`config.mk`:
```
export PLATFORM = sky130hd
export DESIGN_NAME = fpu_round_arbiter
export DESIGN_NICKNAME = d
export VERILOG_FILES = /design/src/rtl/fpu_round_arbiter.sv
export SDC_FILE = /design/constraint.sdc
export NUM_CORES = 1
export LEC_CHECK = 0
export CAP_MARGIN = 20
export CORE_AREA = 4 4 118 120
export DETAILED_ROUTE_END_ITERATION = 10
export DIE_AREA = 0 0 122 124
export PLACE_DENSITY = 0.71
export SLEW_MARGIN = 25
export SYNTH_ARGS = -nofsm -noshare
export SYNTH_HDL_FRONTEND = slang
export SYNTH_SLANG_ARGS = --single-unit
```
`constraint.sdc`:
```
create_clock -name clk -period 3.6 [get_ports clk]
set_clock_uncertainty 0.05 [all_clocks]
set_input_delay 0.72 -clock clk [delete_from_list [all_inputs] [get_ports clk]]
set_output_delay 0.72 -clock clk [all_outputs]
set_load 0.05 [all_outputs]
```
`src/rtl/fpu_round_arbiter.sv`:
```
// Round-robin arbiter that time-shares one normalize/round/post-normalize datapath
// between NREQ FPU producers and returns a tagged completion with backpressure.
package fpu_round_arbiter_pkg;
    localparam int unsigned FR_W = 57;
    localparam int unsigned ER_W = 13;

    typedef struct packed {
        logic [FR_W-1:0] fr;
        logic [ER_W-1:0] er;
        logic            db;
        logic            ovfen;
        logic            unfen;
    } rnd_op_t;

    typedef enum logic [2:0] {
        S_IDLE,
        S_SHIFT,
        S_ROUND,
        S_ADJUST,
        S_DONE
    } state_t;
endpackage

module fpu_round_arbiter
    import fpu_round_arbiter_pkg::*;
#(
    parameter int unsigned NREQ      = 3,
    parameter int unsigned TAGW      = 2,
    parameter int unsigned SHIFT_LAT = 2,
    parameter int unsigned RND_LAT   = 1
) (
    input  logic                 clk,
    input  logic                 rst,
    input  logic [NREQ-1:0]      req_valid,
    output logic [NREQ-1:0]      req_ready,
    input  logic [NREQ*FR_W-1:0] req_fr,
    input  logic [NREQ*ER_W-1:0] req_er,
    input  logic [NREQ-1:0]      req_db,
    input  logic [NREQ-1:0]      req_ovfen,
    input  logic [NREQ-1:0]      req_unfen,
    output logic [FR_W-1:0]      dp_fr,
    output logic [ER_W-1:0]      dp_er,
    output logic                 dp_db,
    output logic                 dp_ovfen,
    output logic                 dp_unfen,
    output logic                 dp_start,
    input  logic                 dp_sigovf,
    output logic                 dp_postnorm,
    output logic                 res_valid,
    output logic [TAGW-1:0]      res_tag,
    input  logic                 res_ready,
    output logic                 busy
);

    localparam int unsigned MAX_LAT = (SHIFT_LAT > RND_LAT) ? SHIFT_LAT : RND_LAT;
    localparam int unsigned CNTW    = (MAX_LAT > 1) ? $clog2(MAX_LAT) : 1;
    localparam int unsigned PW      = TAGW + 1;

    state_t          state_q, state_d;
    logic [CNTW-1:0] cnt_q, cnt_d;
    logic [TAGW-1:0] rr_ptr_q, rr_ptr_d;
    logic [TAGW-1:0] tag_q, tag_d;
    rnd_op_t         op_q, op_d;
    logic            start_q, start_d;
    logic            postnorm_q, postnorm_d;
    logic            res_valid_q, res_valid_d;
    logic            busy_q, busy_d;

    rnd_op_t         slot_op [NREQ];
    logic [TAGW-1:0] win_idx;
    logic            win_found;
    logic [PW-1:0]   cand;
    logic            handshake;

    // Unpack each requester's operand slot from the flat buses.
    for (genvar i = 0; i < NREQ; i++) begin : g_slot
        assign slot_op[i].fr    = req_fr[i*FR_W +: FR_W];
        assign slot_op[i].er    = req_er[i*ER_W +: ER_W];
        assign slot_op[i].db    = req_db[i];
        assign slot_op[i].ovfen = req_ovfen[i];
        assign slot_op[i].unfen = req_unfen[i];
    end

    // First valid requester at or after rr_ptr, wrapping modulo NREQ.
    always_comb begin
        win_found = 1'b0;
        win_idx   = '0;
        cand      = '0;
        for (int unsigned k = 0; k < NREQ; k++) begin
            cand = PW'(rr_ptr_q) + PW'(k);
            if (cand >= PW'(NREQ)) begin
                cand = cand - PW'(NREQ);
            end
            if (!win_found && (|(req_valid & (NREQ'(1) << cand)))) begin
                win_found = 1'b1;
                win_idx   = cand[TAGW-1:0];
            end
        end
    end

    assign handshake = (state_q == S_IDLE) && win_found && !rst;
    assign req_ready = handshake ? (NREQ'(1) << win_idx) : '0;

    // Next-state, counter and registered-output decode.
    always_comb begin
        state_d     = state_q;
        cnt_d       = cnt_q;
        rr_ptr_d    = rr_ptr_q;
        tag_d       = tag_q;
        op_d        = op_q;
        start_d     = 1'b0;
        postnorm_d  = 1'b0;
        res_valid_d = 1'b0;
        busy_d      = 1'b0;

        case (state_q)
            S_IDLE: begin
                if (handshake) begin
                    state_d  = S_SHIFT;
                    cnt_d    = CNTW'(SHIFT_LAT - 1);
                    op_d     = slot_op[win_idx];
                    tag_d    = win_idx;
                    rr_ptr_d = (win_idx == TAGW'(NREQ - 1)) ? '0 : win_idx + 1'b1;
                    start_d  = 1'b1;
                end
            end
            S_SHIFT: begin
                if (cnt_q == '0) begin
                    state_d = S_ROUND;
                    cnt_d   = CNTW'(RND_LAT - 1);
                end else begin
                    cnt_d = cnt_q - 1'b1;
                end
            end
            S_ROUND: begin
                if (cnt_q == '0) begin
                    state_d = dp_sigovf ? S_ADJUST : S_DONE;
                end else begin
                    cnt_d = cnt_q - 1'b1;
                end
            end
            S_ADJUST: begin
                state_d = S_DONE;
            end
            S_DONE: begin
                if (res_ready) begin
                    state_d = S_IDLE;
                end
            end
            default: begin
                state_d = S_IDLE;
            end
        endcase

        postnorm_d  = (state_d == S_ADJUST);
        res_valid_d = (state_d == S_DONE);
        busy_d      = (state_d != S_IDLE);
    end

    always_ff @(posedge clk) begin
        if (rst) begin
            state_q     <= S_IDLE;
            cnt_q       <= '0;
            rr_ptr_q    <= '0;
            tag_q       <= '0;
            op_q        <= '0;
            start_q     <= 1'b0;
            postnorm_q  <= 1'b0;
            res_valid_q <= 1'b0;
            busy_q      <= 1'b0;
        end else begin
            state_q     <= state_d;
            cnt_q       <= cnt_d;
            rr_ptr_q    <= rr_ptr_d;
            tag_q       <= tag_d;
            op_q        <= op_d;
            start_q     <= start_d;
            postnorm_q  <= postnorm_d;
            res_valid_q <= res_valid_d;
            busy_q      <= busy_d;
        end
    end

    assign dp_fr       = op_q.fr;
    assign dp_er       = op_q.er;
    assign dp_db       = op_q.db;
    assign dp_ovfen    = op_q.ovfen;
    assign dp_unfen    = op_q.unfen;
    assign dp_start    = start_q;
    assign dp_postnorm = postnorm_q;
    assign res_valid   = res_valid_q;
    assign res_tag     = tag_q;
    assign busy        = busy_q;

endmodule

```
==> results.toml <==
[power_and_ir_drop]
switching_share_pct = 47.26
power_switching_mw = 3.284
post-layout-total-power_mw = 6.949
p_seq_share_pct = 24.4
worst_voltage_drop_across_the_vdd_grid_mv = 0.5330
power.density_nw_per_um2 = 950.7
internal_power_mw = 3.665
p_leak_nw = 2.784
p_clk_share_pct = 13.5
pwr-share-comb_pct = 62.1

[synth]
synthesis.nets = 580
synth_area_sq_um = 3837
yosys.area_share.simple_pct = 6.097
number_of_enable_flip_flop_cells_after_synthesis = 0
syn_avg_cell_area_sq_um = 10.90
synth_top_family_by_area = "compound AO/OA/AOI/OAI gates"
synth_area_leader_cell = "dfxtp_1"
most_used_dff_post_synth = "dfxtp_1"
synth_mux_area_share_pct = 0.2608
synth_area_leaders = "dfxtp_1, a221o_1, a22o_1, buf_6, buf_2"
synthAdderAreaFrac_pct = 0.6521
ys_seq_elements = 85
synth_most_common_cell = "dfxtp_1"
yosys_warnings = 0
synth_compound_area_share_pct = 40.79
synthCells = 352
ys_types = 37
async_reset_ff_share_pct = 0
synth_seq_area_share_pct = 44.34
synth_top_area_share_pct = 44.34
yosys.area_share.xor_xnor_pct = 0
synth.cells.most_frequent = "dfxtp_1, a221o_1, a22o_1"

[global_routing]
first_pass_grt_wire_length_mm = 24.10
grt_remaining_overflow = 0
antenna_found_initial = 0
pin_count_of_the_biggest_net_entering_global_routing = 47
first_global_vias = 4414
grt_use_total_pct = 20.55

[cts]
clk_path_buf_depth = 2
clk_pin_slew_ps = 60
clkLatencyLatePin_ps = 340
clkSinkCount = 85
htree_num_levels = 3
ctsRootBufferMaster = "clkbuf_16"
cts.hold.buffers_added = 0
post_cts_resize_count = 0
cts-buffers-inserted = 9
tritoncts = "done"
cts.repair_timing.setup_buffer_count = 0

[worst_hold_path]
hp-start = "state_q[2]"
min_to = "state_q[0]"
min_path_cells = 1
worstHoldPathType = "reg -> reg"

[floorplan]
floorplan.die_area_sq_um = 15130
die-height_microns = 124
die_width_microns = 122
design.core.area_sq_um = 12980
top_level_ports = 308
core.rowCount = 42
initial_util_pct = 29.56

[critical_path]
endpoint_of_the_lowest_slack_register_to_register_path = "dp_fr[12]"
critical_path_peak_fanout = 29
critical_path.startpoint_type = "flop"
reg2reg_depth = 7
setup.worst_path.class = "reg -> out"
timing.critical_path.required_ps = 2830
cp-end-kind = "output port"
crit_start = "rr_ptr_q[0]"
ff2ff_setup_slack_ps = 580
worst-endpoint-arrival_ps = 2600
r2r-start = "rr_ptr_q[0]"

[timing]
worstMarginPinSlew_ps = 777.9
clock.fmax_mhz = 296.4
grt_setup_unrepaired = "false"
hold_violations = 0
period_share_pct = 93.72
maxSlewHeadroom_pct = 48.02
layout_min_cycle_time_ps = 3374
setup_violations = 0
timing_max_transition_violations_final = 0
final.setup.tns_ps = 0
fin_worst_hold_slack_ps = 465.9

[layout]
final_layout_size_suffix_gt1_share_pct = 5.410
antenna_cells_inserted = 0
area_of_the_multi_input_gates_sq_um = 1857
num-nets-final = 870
syn_to_final_growth_pct = 90.48
fillerInstances = 1149
layout.area.seq_sq_um = 1702

[placement]
globalplace.congestion = 0.8585
io_buffer_count = 307
placed_wire_length_estimate_mm = 12.45

[route]
wirelength_per_cell_microns = 20.07
drt-total-wl_mm = 16.52
antenna_violating_nets_post_route = 0
vias_per_cell = 5.340
detail_route.iter0.violations = 280
vias = 4395
drc = 0
drt_first_pass_iters = 4

[run_status]
run_status = "finished clean"

[flow_run]
timing.max_cap.violations = 0
worst max path at each step:
stage                        end  slack, ps  depth (start not counted)
floorplan           req_ready[2]        720                          8
global placement    req_ready[1]        310                          6
detailed placement  req_ready[1]        290                          5
CTS                 req_ready[1]        210                          6
global route        req_ready[1]         40                          6
finish              req_ready[1]        230                          6
sequential cells by signal, summed over array words and instances (netlist names), 2 cells and up:
name,flops
res_tag,2
dp_er,13
dp_fr,57
rr_ptr_q,2
state_q,3
power by group through the flow:
| stage | clock [mW] | combinational, mW | sequential, mW |
|---|---|---|---|
| 6_report | 0.938 | 4.32 | 1.69 |
| 5_1_grt | 1.00 | 4.53 | 1.75 |
| 4_1_cts | 0.963 | 4.35 | 1.69 |
| 3_5_place_dp | 0 | 4.32 | 1.70 |
| 3_3_place_gp | 0 | 4.28 | 1.69 |
| 2_1_floorplan | 0 | 1.40 | 3.19 |
metal layers:
metal  track usage (%)  wire (microns)
met5                 0               0
met2             34.56            8025
met1             23.79            6388
met4             8.123             390
met3             7.584            1710
logic make-up after synthesis:
group / Yosys count
simple gates: 42
mux: 1
compound gates: 176
fa+ha+maj: 2
buf+inv: 46
flops: 85
stage by stage:
step / instance area (sq um) / setup WS, ps / util (%) / std cells
6_report: 7310 / 226.1 / 56.31 / 823
5_1_grt: 7310 / 35.37 / 56.31 / 823
4_1_cts: 7310 / 208.6 / 56.31 / 823
3_5_place_dp: 7015 / 294.4 / 54.05 / 807
3_3_place_gp: 7015 / 307.5 / 54.05 / 807
2_1_floorplan: 3837 / 724.4 / - / 352
worst max-delay path: stages (launching register included):
cell	delay, ps
dfxtp_1	350
inv_1	50
ha_1	480
or3_1	350
nand4_4	160
nor2_4	640
buf_12	220
layout make-up:
type | instances | share of cell area (%)
flip-flops and latches | 85 | 23.28
repair buffers | 318 | 43.92
clock inverters | 4 | 0.6505
clock buffers | 12 | 3.372
multi-input cells | 221 | 25.40
well taps | 176 | 3.013
inverters | 7 | 0.3595
cells in the final DEF, fill, tap and decap left out, types with 2 or more instances in the layout:
cell             synthesis  final
a211oi_1                 2      2
a21oi_1                  7      7
a221o_1                 73     73
a22o_1                  73     73
a31oi_1                  4      4
a32oi_1                  2      2
buf_12                   0      5
buf_4                    0      9
clkbuf_1                10      2
clkbuf_16                0      9
clkdlybuf4s50_1          0    304
clkinv_2                 0      2
dfxtp_1                 85     85
ha_1                     2      2
inv_1                    7      7
nand2_1                  9      9
nand2b_1                 4      4
nor2_1                  16     14
nor2_4                   0      2
nor2b_1                  2      2
o21ai_0                  6      6
o21bai_1                 2      2
or3_1                    2      2
Note: power is estimated with default switching activity, not from simulation.
